## src/rtl/bcd_pkg.sv

```systemverilog
// Shared definitions for the BCD display controller and the seven-segment path:
// FSM state encoding, the blank digit code and constant helper functions.
package bcd_pkg;

    localparam logic [1:0] ST_IDLE_ENC   = 2'd0;
    localparam logic [1:0] ST_SHIFT_ENC  = 2'd1;
    localparam logic [1:0] ST_COMMIT_ENC = 2'd2;

    typedef enum logic [1:0] {
        ST_IDLE   = ST_IDLE_ENC,
        ST_SHIFT  = ST_SHIFT_ENC,
        ST_COMMIT = ST_COMMIT_ENC
    } bcd_state_t;

    // Digit code the seven-segment decoder renders with all segments dark.
    localparam logic [3:0] BLANK_CODE = 4'hF;
    localparam logic [3:0] DIGIT_NINE = 4'h9;

    // Ceiling log2, never less than 1 so a counter always has at least one bit.
    function automatic int clogb2(input int value);
        int v;
        int r;
        v = value - 1;
        r = 0;
        while (v > 0) begin
            r = r + 1;
            v = v >> 1;
        end
        if (r < 1) begin
            r = 1;
        end
        return r;
    endfunction

    // 10^n as a 64-bit constant.
    function automatic logic [63:0] pow10(input int n);
        logic [63:0] p;
        p = 64'd1;
        for (int i = 0; i < n; i++) begin
            p = p * 64'd10;
        end
        return p;
    endfunction

endpackage

```

## src/rtl/bcd_display_ctrl_if.sv

```systemverilog
// Handshake and display bus between a value producer and the BCD display controller.
interface bcd_display_ctrl_if #(
    parameter int DISPLAYS_NUM = 4,
    parameter int BIN_WIDTH    = 14
);
    logic [BIN_WIDTH-1:0]      i_bin_data;
    logic                      i_valid;
    logic                      o_ready;
    logic [DISPLAYS_NUM*4-1:0] o_bcd_data;
    logic                      o_done;
    logic                      o_overflow;

    modport master (
        output i_bin_data, i_valid,
        input  o_ready, o_bcd_data, o_done, o_overflow
    );

    modport slave (
        input  i_bin_data, i_valid,
        output o_ready, o_bcd_data, o_done, o_overflow
    );
endinterface

```

## src/rtl/bcd_add3.sv

```systemverilog
// Double-dabble nibble correction: digits of 5 or more get 3 added before the shift.
module bcd_add3 (
    input  logic [3:0] i_digit,
    output logic [3:0] o_digit
);

    // Add 3 to a digit that would carry past 9 after doubling.
    always_comb begin
        o_digit = i_digit;
        if (i_digit >= 4'd5) begin
            o_digit = i_digit + 4'd3;
        end else begin
            o_digit = i_digit;
        end
    end

endmodule

```

## src/rtl/bcd_display_ctrl.sv

```systemverilog
// Sequential binary-to-BCD converter feeding the display multiplexer. A value is
// accepted over valid/ready, converted one bit per cycle, then committed to the
// display word in a single cycle so the multiplexer never sees a partial result.
module bcd_display_ctrl
    import bcd_pkg::*;
#(
    parameter int DISPLAYS_NUM = 4,
    parameter int BIN_WIDTH    = 14,
    parameter int BLANK_LZ     = 1
) (
    input  logic               i_clk,
    input  logic               i_rst,
    bcd_display_ctrl_if.slave  bus
);

    localparam int          DW      = DISPLAYS_NUM * 4;
    localparam int          CNT_W   = clogb2(BIN_WIDTH);
    localparam logic [63:0] MAX_VAL = pow10(DISPLAYS_NUM) - 64'd1;

    // Replace leading zero digits with BLANK_CODE; the units digit always shows.
    function automatic logic [DW-1:0] blank_digits(input logic [DW-1:0] d);
        logic [DW-1:0] r;
        logic          lead;
        r    = d;
        lead = 1'b1;
        for (int i = DISPLAYS_NUM - 1; i >= 1; i--) begin
            if (lead && (d[i*4 +: 4] == 4'd0)) begin
                r[i*4 +: 4] = BLANK_CODE;
            end else begin
                lead = 1'b0;
            end
        end
        return r;
    endfunction

    // Display form of a BCD word, with blanking applied when enabled.
    function automatic logic [DW-1:0] to_display(input logic [DW-1:0] d);
        if (BLANK_LZ != 0) begin
            return blank_digits(d);
        end else begin
            return d;
        end
    endfunction

    localparam logic [DW-1:0] RESET_DISP = to_display({DW{1'b0}});
    localparam logic [DW-1:0] SAT_DISP   = {DISPLAYS_NUM{DIGIT_NINE}};

    bcd_state_t           state_r, state_next_s;
    logic [BIN_WIDTH-1:0] bin_r, bin_next_s;
    logic [DW-1:0]        scratch_r, scratch_next_s, scratch_adj_s;
    logic [CNT_W-1:0]     cnt_r, cnt_next_s;
    logic                 ovf_r, ovf_next_s;
    logic [DW-1:0]        bcd_r, bcd_next_s;
    logic                 done_r, done_next_s;
    logic                 overflow_r, overflow_next_s;
    logic                 ready_r, ready_next_s;
    logic [63:0]          bin_ext_s;

    assign bin_ext_s = 64'(bus.i_bin_data);

    for (genvar g = 0; g < DISPLAYS_NUM; g++) begin : g_add3
        bcd_add3 u_add3 (
            .i_digit (scratch_r[g*4 +: 4]),
            .o_digit (scratch_adj_s[g*4 +: 4])
        );
    end

    // Next-state and datapath decode for the IDLE -> SHIFT -> COMMIT sequence.
    always_comb begin
        state_next_s    = state_r;
        bin_next_s      = bin_r;
        scratch_next_s  = scratch_r;
        cnt_next_s      = cnt_r;
        ovf_next_s      = ovf_r;
        bcd_next_s      = bcd_r;
        overflow_next_s = overflow_r;
        done_next_s     = 1'b0;
        case (state_r)
            ST_IDLE: begin
                if (bus.i_valid && ready_r) begin
                    bin_next_s     = bus.i_bin_data;
                    scratch_next_s = {DW{1'b0}};
                    ovf_next_s     = (bin_ext_s > MAX_VAL);
                    cnt_next_s     = CNT_W'(BIN_WIDTH - 1);
                    state_next_s   = ST_SHIFT;
                end else begin
                    state_next_s   = ST_IDLE;
                end
            end
            ST_SHIFT: begin
                // Digits shifted past the top of the scratch are dropped; overflow
                // comes from the range check made at accept time.
                scratch_next_s = {scratch_adj_s[DW-2:0], bin_r[BIN_WIDTH-1]};
                bin_next_s     = {bin_r[BIN_WIDTH-2:0], 1'b0};
                if (cnt_r == {CNT_W{1'b0}}) begin
                    state_next_s = ST_COMMIT;
                end else begin
                    cnt_next_s   = cnt_r - CNT_W'(1);
                end
            end
            ST_COMMIT: begin
                if (ovf_r) begin
                    bcd_next_s = SAT_DISP;
                end else begin
                    bcd_next_s = to_display(scratch_r);
                end
                overflow_next_s = ovf_r;
                done_next_s     = 1'b1;
                state_next_s    = ST_IDLE;
            end
            default: begin
                state_next_s = ST_IDLE;
            end
        endcase
        ready_next_s = (state_next_s == ST_IDLE);
    end

    // State register; reset aborts any conversion in flight.
    always_ff @(posedge i_clk or negedge i_rst) begin
        if (!i_rst) begin
            state_r <= ST_IDLE;
        end else begin
            state_r <= state_next_s;
        end
    end

    // Datapath and registered outputs.
    always_ff @(posedge i_clk or negedge i_rst) begin
        if (!i_rst) begin
            bin_r      <= {BIN_WIDTH{1'b0}};
            scratch_r  <= {DW{1'b0}};
            cnt_r      <= {CNT_W{1'b0}};
            ovf_r      <= 1'b0;
            bcd_r      <= RESET_DISP;
            done_r     <= 1'b0;
            overflow_r <= 1'b0;
            ready_r    <= 1'b1;
        end else begin
            bin_r      <= bin_next_s;
            scratch_r  <= scratch_next_s;
            cnt_r      <= cnt_next_s;
            ovf_r      <= ovf_next_s;
            bcd_r      <= bcd_next_s;
            done_r     <= done_next_s;
            overflow_r <= overflow_next_s;
            ready_r    <= ready_next_s;
        end
    end

    assign bus.o_ready    = ready_r;
    assign bus.o_bcd_data = bcd_r;
    assign bus.o_done     = done_r;
    assign bus.o_overflow = overflow_r;

endmodule

```

## src/flat_wrapper.sv

```systemverilog
// flat-port wrapper written by rule: the top's interface ports become plain ports
module bcd_display_ctrl_flat import bcd_pkg::*;
#(
    parameter int DISPLAYS_NUM = 4,
    parameter int BIN_WIDTH    = 14,
    parameter int BLANK_LZ     = 1
)
  (i_clk, i_rst, bus_i_bin_data, bus_i_valid, bus_o_ready, bus_o_bcd_data, bus_o_done, bus_o_overflow);
  bcd_display_ctrl_if #(.DISPLAYS_NUM(DISPLAYS_NUM), .BIN_WIDTH(BIN_WIDTH)) bus_i ();
  input  logic i_clk;
  input  logic i_rst;
  input wire logic [$bits(bus_i.i_bin_data)-1:0] bus_i_bin_data;
  input wire logic [$bits(bus_i.i_valid)-1:0] bus_i_valid;
  output wire logic [$bits(bus_i.o_ready)-1:0] bus_o_ready;
  output wire logic [$bits(bus_i.o_bcd_data)-1:0] bus_o_bcd_data;
  output wire logic [$bits(bus_i.o_done)-1:0] bus_o_done;
  output wire logic [$bits(bus_i.o_overflow)-1:0] bus_o_overflow;
  assign bus_i.i_bin_data = bus_i_bin_data;
  assign bus_i.i_valid = bus_i_valid;
  assign bus_o_ready = bus_i.o_ready;
  assign bus_o_bcd_data = bus_i.o_bcd_data;
  assign bus_o_done = bus_i.o_done;
  assign bus_o_overflow = bus_i.o_overflow;
  bcd_display_ctrl #(.DISPLAYS_NUM(DISPLAYS_NUM), .BIN_WIDTH(BIN_WIDTH), .BLANK_LZ(BLANK_LZ)) u_core (.i_clk(i_clk), .i_rst(i_rst), .bus(bus_i));
endmodule
```

## config.mk

```make
export PLATFORM = sky130hd
export DESIGN_NAME = bcd_display_ctrl_flat
export DESIGN_NICKNAME = d
export VERILOG_FILES = /design/src/rtl/bcd_pkg.sv /design/src/rtl/bcd_display_ctrl_if.sv /design/src/rtl/bcd_add3.sv /design/src/rtl/bcd_display_ctrl.sv /design/src/flat_wrapper.sv
export SDC_FILE = /design/constraint.sdc
export NUM_CORES = 1
export LEC_CHECK = 0
export ABC_CLOCK_PERIOD_IN_PS = 2000
export CAP_MARGIN = 5
export CORE_UTILIZATION = 45
export DETAILED_ROUTE_END_ITERATION = 6
export PLACE_DENSITY_LB_ADDON = 0.12
export SLEW_MARGIN = 40
export SYNTH_ARGS = -nofsm -noshare
export SYNTH_HDL_FRONTEND = slang
export SYNTH_SLANG_ARGS = --single-unit
```

## constraint.sdc

```tcl
create_clock -name i_clk -period 2 [get_ports i_clk]
set_input_delay 0.5 -clock i_clk [delete_from_list [all_inputs] [get_ports i_clk]]
set_output_delay 0.5 -clock i_clk [all_outputs]
set_load 0.02 [all_outputs]
```

== Word level (Yosys, flattened, before mapping) ==
Cells that the tools add are included.
Cells by class
  magnitude comparators: 5
  equality and inequality tests: 4
  $add $sub $neg: 5
  reductions and logical operators: 13
  mux-type cells: 25
Operators with widths (number)
  16-bit 2-to-1 mux: 2
  4-bit 2-to-1 mux: 8
  16-bit one-hot mux with 2 select lines: 1
  14-bit one-hot mux with 2 select lines: 1
  4-bit by 3-bit greater-or-equal comparator with 1-bit output (second input constant): 4
  4-bit logical NOT: 4
  14-bit > comparator (second input constant): 1
  14-bit 2-to-1 mux: 1
  4-bit by 2-bit adder with 4-bit output (second input constant): 3
  1-bit 2-to-1 mux: 8
  4-bit one-hot mux with 2 select lines: 1
  2-bit logical NOT: 2
  2-bit one-hot mux with 2 select lines: 1
  2-bit AND reduction: 2
  4-bit by 1-bit subtractor with 4-bit output (second input constant): 1
  3-bit by 2-bit adder with 3-bit output (second input constant): 1
  1-bit logical AND: 3
  3-bit 2-to-1 mux: 1
  3-bit AND reduction: 1
  2-bit by 1-bit equality test with 1-bit output (second input constant): 1
  2-bit equality test (second input constant): 1
  2-bit 2-to-1 mux: 1
  2-bit by 1-bit != test with 1-bit output (second input constant): 1
  2-bit != test (second input constant): 1
  2-bit nonzero test: 1
Storage, ports and cells
  word-level logic and storage cells: 61
  output and inout bits: 19
  register bits after elaboration: 56
  input bits: 17

== Longest topological paths before layout ==
  depth in word-level cells: 11
  mapped depth: 6
  mapped depth without buffers: 6

== Hierarchy ==
Synthesis repeated with hierarchy kept, for this count alone.
Second synthesis, totals
  cell total of the unflattened synthesis: 316
  area, all modules: 2822.7 µm²
Modules (own cells, without submodules)
  bcd_display_ctrl: sequential area each 1417.6 µm², cells each 252, area each 2417.3 µm², instances 1
  bcd_add3: sequential area each 0.0 µm², cells each 16, area each 101.3 µm², instances 4

== Worst setup path before layout ==
Ideal clock, no wire load.
  path kind: register to register
  start point: register u_core.cnt_r[0]
  end point: register u_core.cnt_r[2]
  path slack: 0.460 ns
  cell stages (with the launch flop): 7
  required time: 1.872 ns
  data arrival time: 1.412 ns
  period minus slack after synthesis: 1.540 ns
  path buffers: 0
  setup time: 0.128 ns
  cell sequence: dfrtp_1 > inv_1 > ha_1 > or3b_4 > and2_4 > a211oi_1 > a31oi_1
On the way
  cells in the longest elaborated chain, start to end: 3
  elaborated cells on any way between the ends: 6
  classes of those cells: 1 x add/sub; 1 x eq/ne; 2 x mux; 2 x reduce/logical
RTL lines
  start, declared: line bcd_display_ctrl.sv:51  | logic [CNT_W-1:0] cnt_r, cnt_next_s;
  start signal, assigned: line bcd_display_ctrl.sv:132  | cnt_r <= {CNT_W{1'b0}};
  start signal, assigned: line bcd_display_ctrl.sv:141  | cnt_r <= cnt_next_s;
  4-bit by 1-bit subtractor with 4-bit output / 4-bit logical NOT (equally long branches): line bcd_display_ctrl.sv:98, bcd_display_ctrl.sv:95
  4-bit 2-to-1 mux / 2-bit != test (equally long branches)
  4-bit one-hot mux with 2 select lines / 3-bit AND reduction (equally long branches)
Several ways; a longest one is shown, not always the timed one. The select of a mux whose other input is x is not followed.
A chain may end at the register's enable or synchronous reset.

== Final worst setup path ==
  start point: register u_core.bcd_r[15] (netlist: u_core.bus.o_bcd_data[15])
  end point: output port bus_o_bcd_data[15]
RTL lines
  start, declared: line bcd_display_ctrl.sv:53  | logic [DW-1:0] bcd_r, bcd_next_s;
  start signal, assigned: line bcd_display_ctrl.sv:143  | bcd_r <= bcd_next_s;
  end, declared: line flat_wrapper.sv:15  | output wire logic [$bits(bus_i.o_bcd_data)-1:0] bus_o_bcd_data;
No word-level cell between the ends.

==> flow_summary.json <==
{
  "outcome": "finished clean",
  "drt_wl_total_um": 4930,
  "clkLatencyLatePin_ps": 310,
  "synth_top_flop_cell": "dfrtp_1",
  "portBuffers": 35,
  "crit_cells": 1,
  "gr-usage-met2_pct": 28.5,
  "dr.pass1.iters": 4,
  "dp_cells": 385,
  "ys_top_cells_by_area": "dfrtp_1, dfstp_2, nand2_1",
  "yosys-top-cells-count": "nand2_1, dfrtp_1, o21ai_1, nor2_1",
  "worst_path_max_delay_cell": "clkdlybuf4s50_1",
  "antenna_cells": 0,
  "reg2reg_depth": 6,
  "ys_seq_area_share_pct": 52.5,
  "clk_pin_slew_ps": 100,
  "tritoncts": "done",
  "drc": 0,
  "cp-startpoint": "u_core.bus.o_bcd_data[15]$_DFFE_PN1P_",
  "cpLargestDelayFamily": "buffers and inverters",
  "grt_pass1_wl_um": 8560,
  "power_frac_comb_pct": 45.5,
  "cts_setup_buffers": 0,
  "clock_skew_ps": 5.88,
  "gp_congestion": 0.703,
  "syn_to_final_growth_pct": 20.0,
  "path_buf_inv": 1,
  "route.vias.total": 2030,
  "grt_pass1_vias": 1879,
  "multiInputGateArea_um2": 1170,
  "synth.top_cell.area_share_pct": 39.9,
  "drv_cap": 0,
  "end_kind": "output port",
  "cts_root_buf": "clkbuf_8",
  "syn_area_um2": 2700,
  "p_per_area_nw_per_um2": 1580,
  "h-tree-depth": 2,
  "ir_drop_uv": 847,
  "timing.rr.end": "u_core.bus.o_bcd_data[4]$_DFFE_PN1P_",
  "setup_viol_count_final": 0,
  "grt_max_degree": 36,
  "period_share_pct": 97.2,
  "io_pins": 36,
  "rrSetupSlack_ps": 310,
  "antenna_found_initial": 0,
  "via_per_inst": 5.17,
  "clock_path_buffers": 2,
  "start_util_pct": 47.9,
  "nNetsFinal": 348,
  "dieArea_um2": 6310,
  "die_w_um": 79.5,
  "grt_overflow": 0,
  "nFillCells": 513,
  "hold_viol_final": 0,
  "relSlewSlack_pct": 48.5,
  "avgSynthCellArea_um2": 9.47,
  "seqCellArea_um2": 1420,
  "setup_tns_ps": 0,
  "drt.antenna.violating_nets": 0,
  "ys_ff_latch": 56,
  "post-dp-hpwl_um": 3530,
  "synth-edff-count": 0,
  "drive_gt1_share_pct": 9.97,
  "grtUsageMet3_pct": 3.54,
  "p_int_w": 0.00312,
  "required_ps": 1500,
  "tightest_slew_ps": 772,
  "fp.dieH_um": 79.5,
  "grt.total_usage_pct": 17.4,
  "switchingPower_w": 0.00200,
  "hold_class": "primary input to async pin",
  "syn_nets": 313,
  "power.leakage_nw": 1.45,
  "grt_busiest_layer": "met2",
  "async_flop_share_pct": 100,
  "ys_types": 34,
  "crit_fanout": 2,
  "max_freq_ghz": 0.515,
  "clock_sinks": 56,
  "coreArea_um2": 5640,
  "synth.most_common_cell": "nand2_1",
  "rows": 27,
  "grtUsageMet1_pct": 22.9,
  "seq_power_share_pct": 40.3,
  "final_max_slew_viol_count": 0,
  "wl_per_cell_um": 12.5,
  "rsz0062_at_grt": "no",
  "clkPwrFrac_pct": 14.2,
  "cts_buffers": 5,
  "dpl-instance-area_um2": 3130,
  "critPathMaxStageDelay_ps": 590,
  "crit_chain": "clkdlybuf4s50_1",
  "power.share.switching_pct": 39.1,
  "setup.worst_path.class": "register to output port",
  "cp-start-kind": "register",
  "period_minus_slack_ps": 1940,
  "crit_end": "bus_o_bcd_data[15]",
  "drtIter0Drc": 53,
  "final_area_um2": 3240,
  "critPathArrivalTime_ps": 1440,
  "final_cells": 393,
  "yosysTopAreaCell": "dfrtp_1",
  "worstReg2RegStart": "u_core.scratch_r[12]$_DFFE_PN0P_",
  "synthCells": 285,
  "yosys_warnings": 0
}
cell usage in the layout (no fill, tap or decap), types with 2 or more instances in the layout:
master and instances:
nor3b_1 3, clkbuf_8 5, a211oi_1 2, nand3_1 8
a221o_1 2, a31oi_1 6, and3_1 2, nand2_1 53
dfrtp_1 43, ha_1 11, nor2b_1 2, o21ai_0 12
a21oi_1 9, clkdlybuf4s50_1 33, nor3_1 13, o31ai_1 5
mux2i_1 9, buf_4 6, o21ai_1 26, nand2b_1 8
inv_1 10, nor2_1 19, o311ai_1 2, dfstp_2 13
xnor2_1 4
power groups by stage:
| stage | sequential [W] | clock, W | combinational, W |
|---|---|---|---|
| after floorplan | 0.00217 | 0 | 0.00156 |
| after global placement | 0.00208 | 0 | 0.00231 |
| after detailed placement | 0.00209 | 0 | 0.00236 |
| after CTS | 0.00207 | 0.000758 | 0.00237 |
| after global routing | 0.00214 | 0.000798 | 0.00263 |
| final | 0.00206 | 0.000729 | 0.00233 |
state kept, by name (all words and copies together) (netlist names):
register	cells
u_core.bin_r	14
u_core.ovf_r	1
u_core.bus.o_overflow	1
u_core.state_r	2
u_core.bus.o_ready	1
u_core.bus.o_done	1
u_core.cnt_r	4
u_core.scratch_r	16
u_core.bus.o_bcd_data	16
cell families (layout without fill, tap and decap cells):
group	Yosys count	count (layout)	synth area share (%)
muxes	9	9	3.34
adders and majority gates	11	11	5.10
AOI/OAI and AO/OA	65	65	13.8
DFF	56	56	52.5
and+or+nand+nor	114	114	19.5
buffers and inverters	25	61	4.17
xor gates and xnor gates	5	5	1.62
through the flow:
| step | utilization [%] | hold WS (ps) | worst slack [ps] | power [W] |
|---|---|---|---|---|
| global placement | 55.5 | 451 | 57.1 | 0.00439 |
| CTS | 57.4 | 156 | 16.8 | 0.00519 |
| global route | 57.4 | 173 | 9.22 | 0.00556 |
| floorplan | - | 204 | 460 | 0.00372 |
| detailed placement | 55.5 | 456 | 34.6 | 0.00445 |
| finish | 57.4 | 134 | 56.6 | 0.00512 |
metal layers:
| layer | vias to the layer above | part of all wire [%] | wire length, um |
|---|---|---|---|
| li1 | 1045 | - | - |
| met1 | 941 | 50 | 2450 |
| met2 | 39 | 46 | 2270 |
| met3 | 5 | 3.4 | 170 |
| met4 | 0 | 0.97 | 48 |
| met5 | - | 0 | 0 |
worst min-delay path by stage:
| stage | start | endpoint | depth (start not counted) | slack [ps] |
|---|---|---|---|---|
| 5_1_grt | i_rst | u_core.bus.o_bcd_data[3]$_DFFE_PN0P_ | 1 | 170 |
| 4_1_cts | i_rst | u_core.bus.o_bcd_data[3]$_DFFE_PN0P_ | 1 | 160 |
| 2_1_floorplan | i_rst | u_core.bin_r[0]$_DFFE_PN0P_ | 0 | 200 |
| 3_5_place_dp | u_core.bus.o_bcd_data[11]$_DFFE_PN1P_ | u_core.bus.o_bcd_data[11]$_DFFE_PN1P_ | 2 | 460 |
| 3_3_place_gp | u_core.bus.o_bcd_data[0]$_DFFE_PN0P_ | u_core.bus.o_bcd_data[0]$_DFFE_PN0P_ | 2 | 450 |
| 6_report | i_rst | u_core.bus.o_bcd_data[3]$_DFFE_PN0P_ | 1 | 130 |
layout make-up:
cell class / instances / share of cell area [%]
clock buffers: 6 / 2.24
clock inverters: 2 / 1.08
inverters: 11 / 1.27
multi-input cells: 204 / 36.1
flip-flops and latches: 56 / 43.8
well taps: 72 / 2.78
repair buffers: 42 / 12.7
repair_timing:
action	in CTS	in global routing
endpoints found under the setup margin	0	1
resized for setup	0	1
hold buffers	0	0
Note: power is estimated with default switching activity, not from simulation.
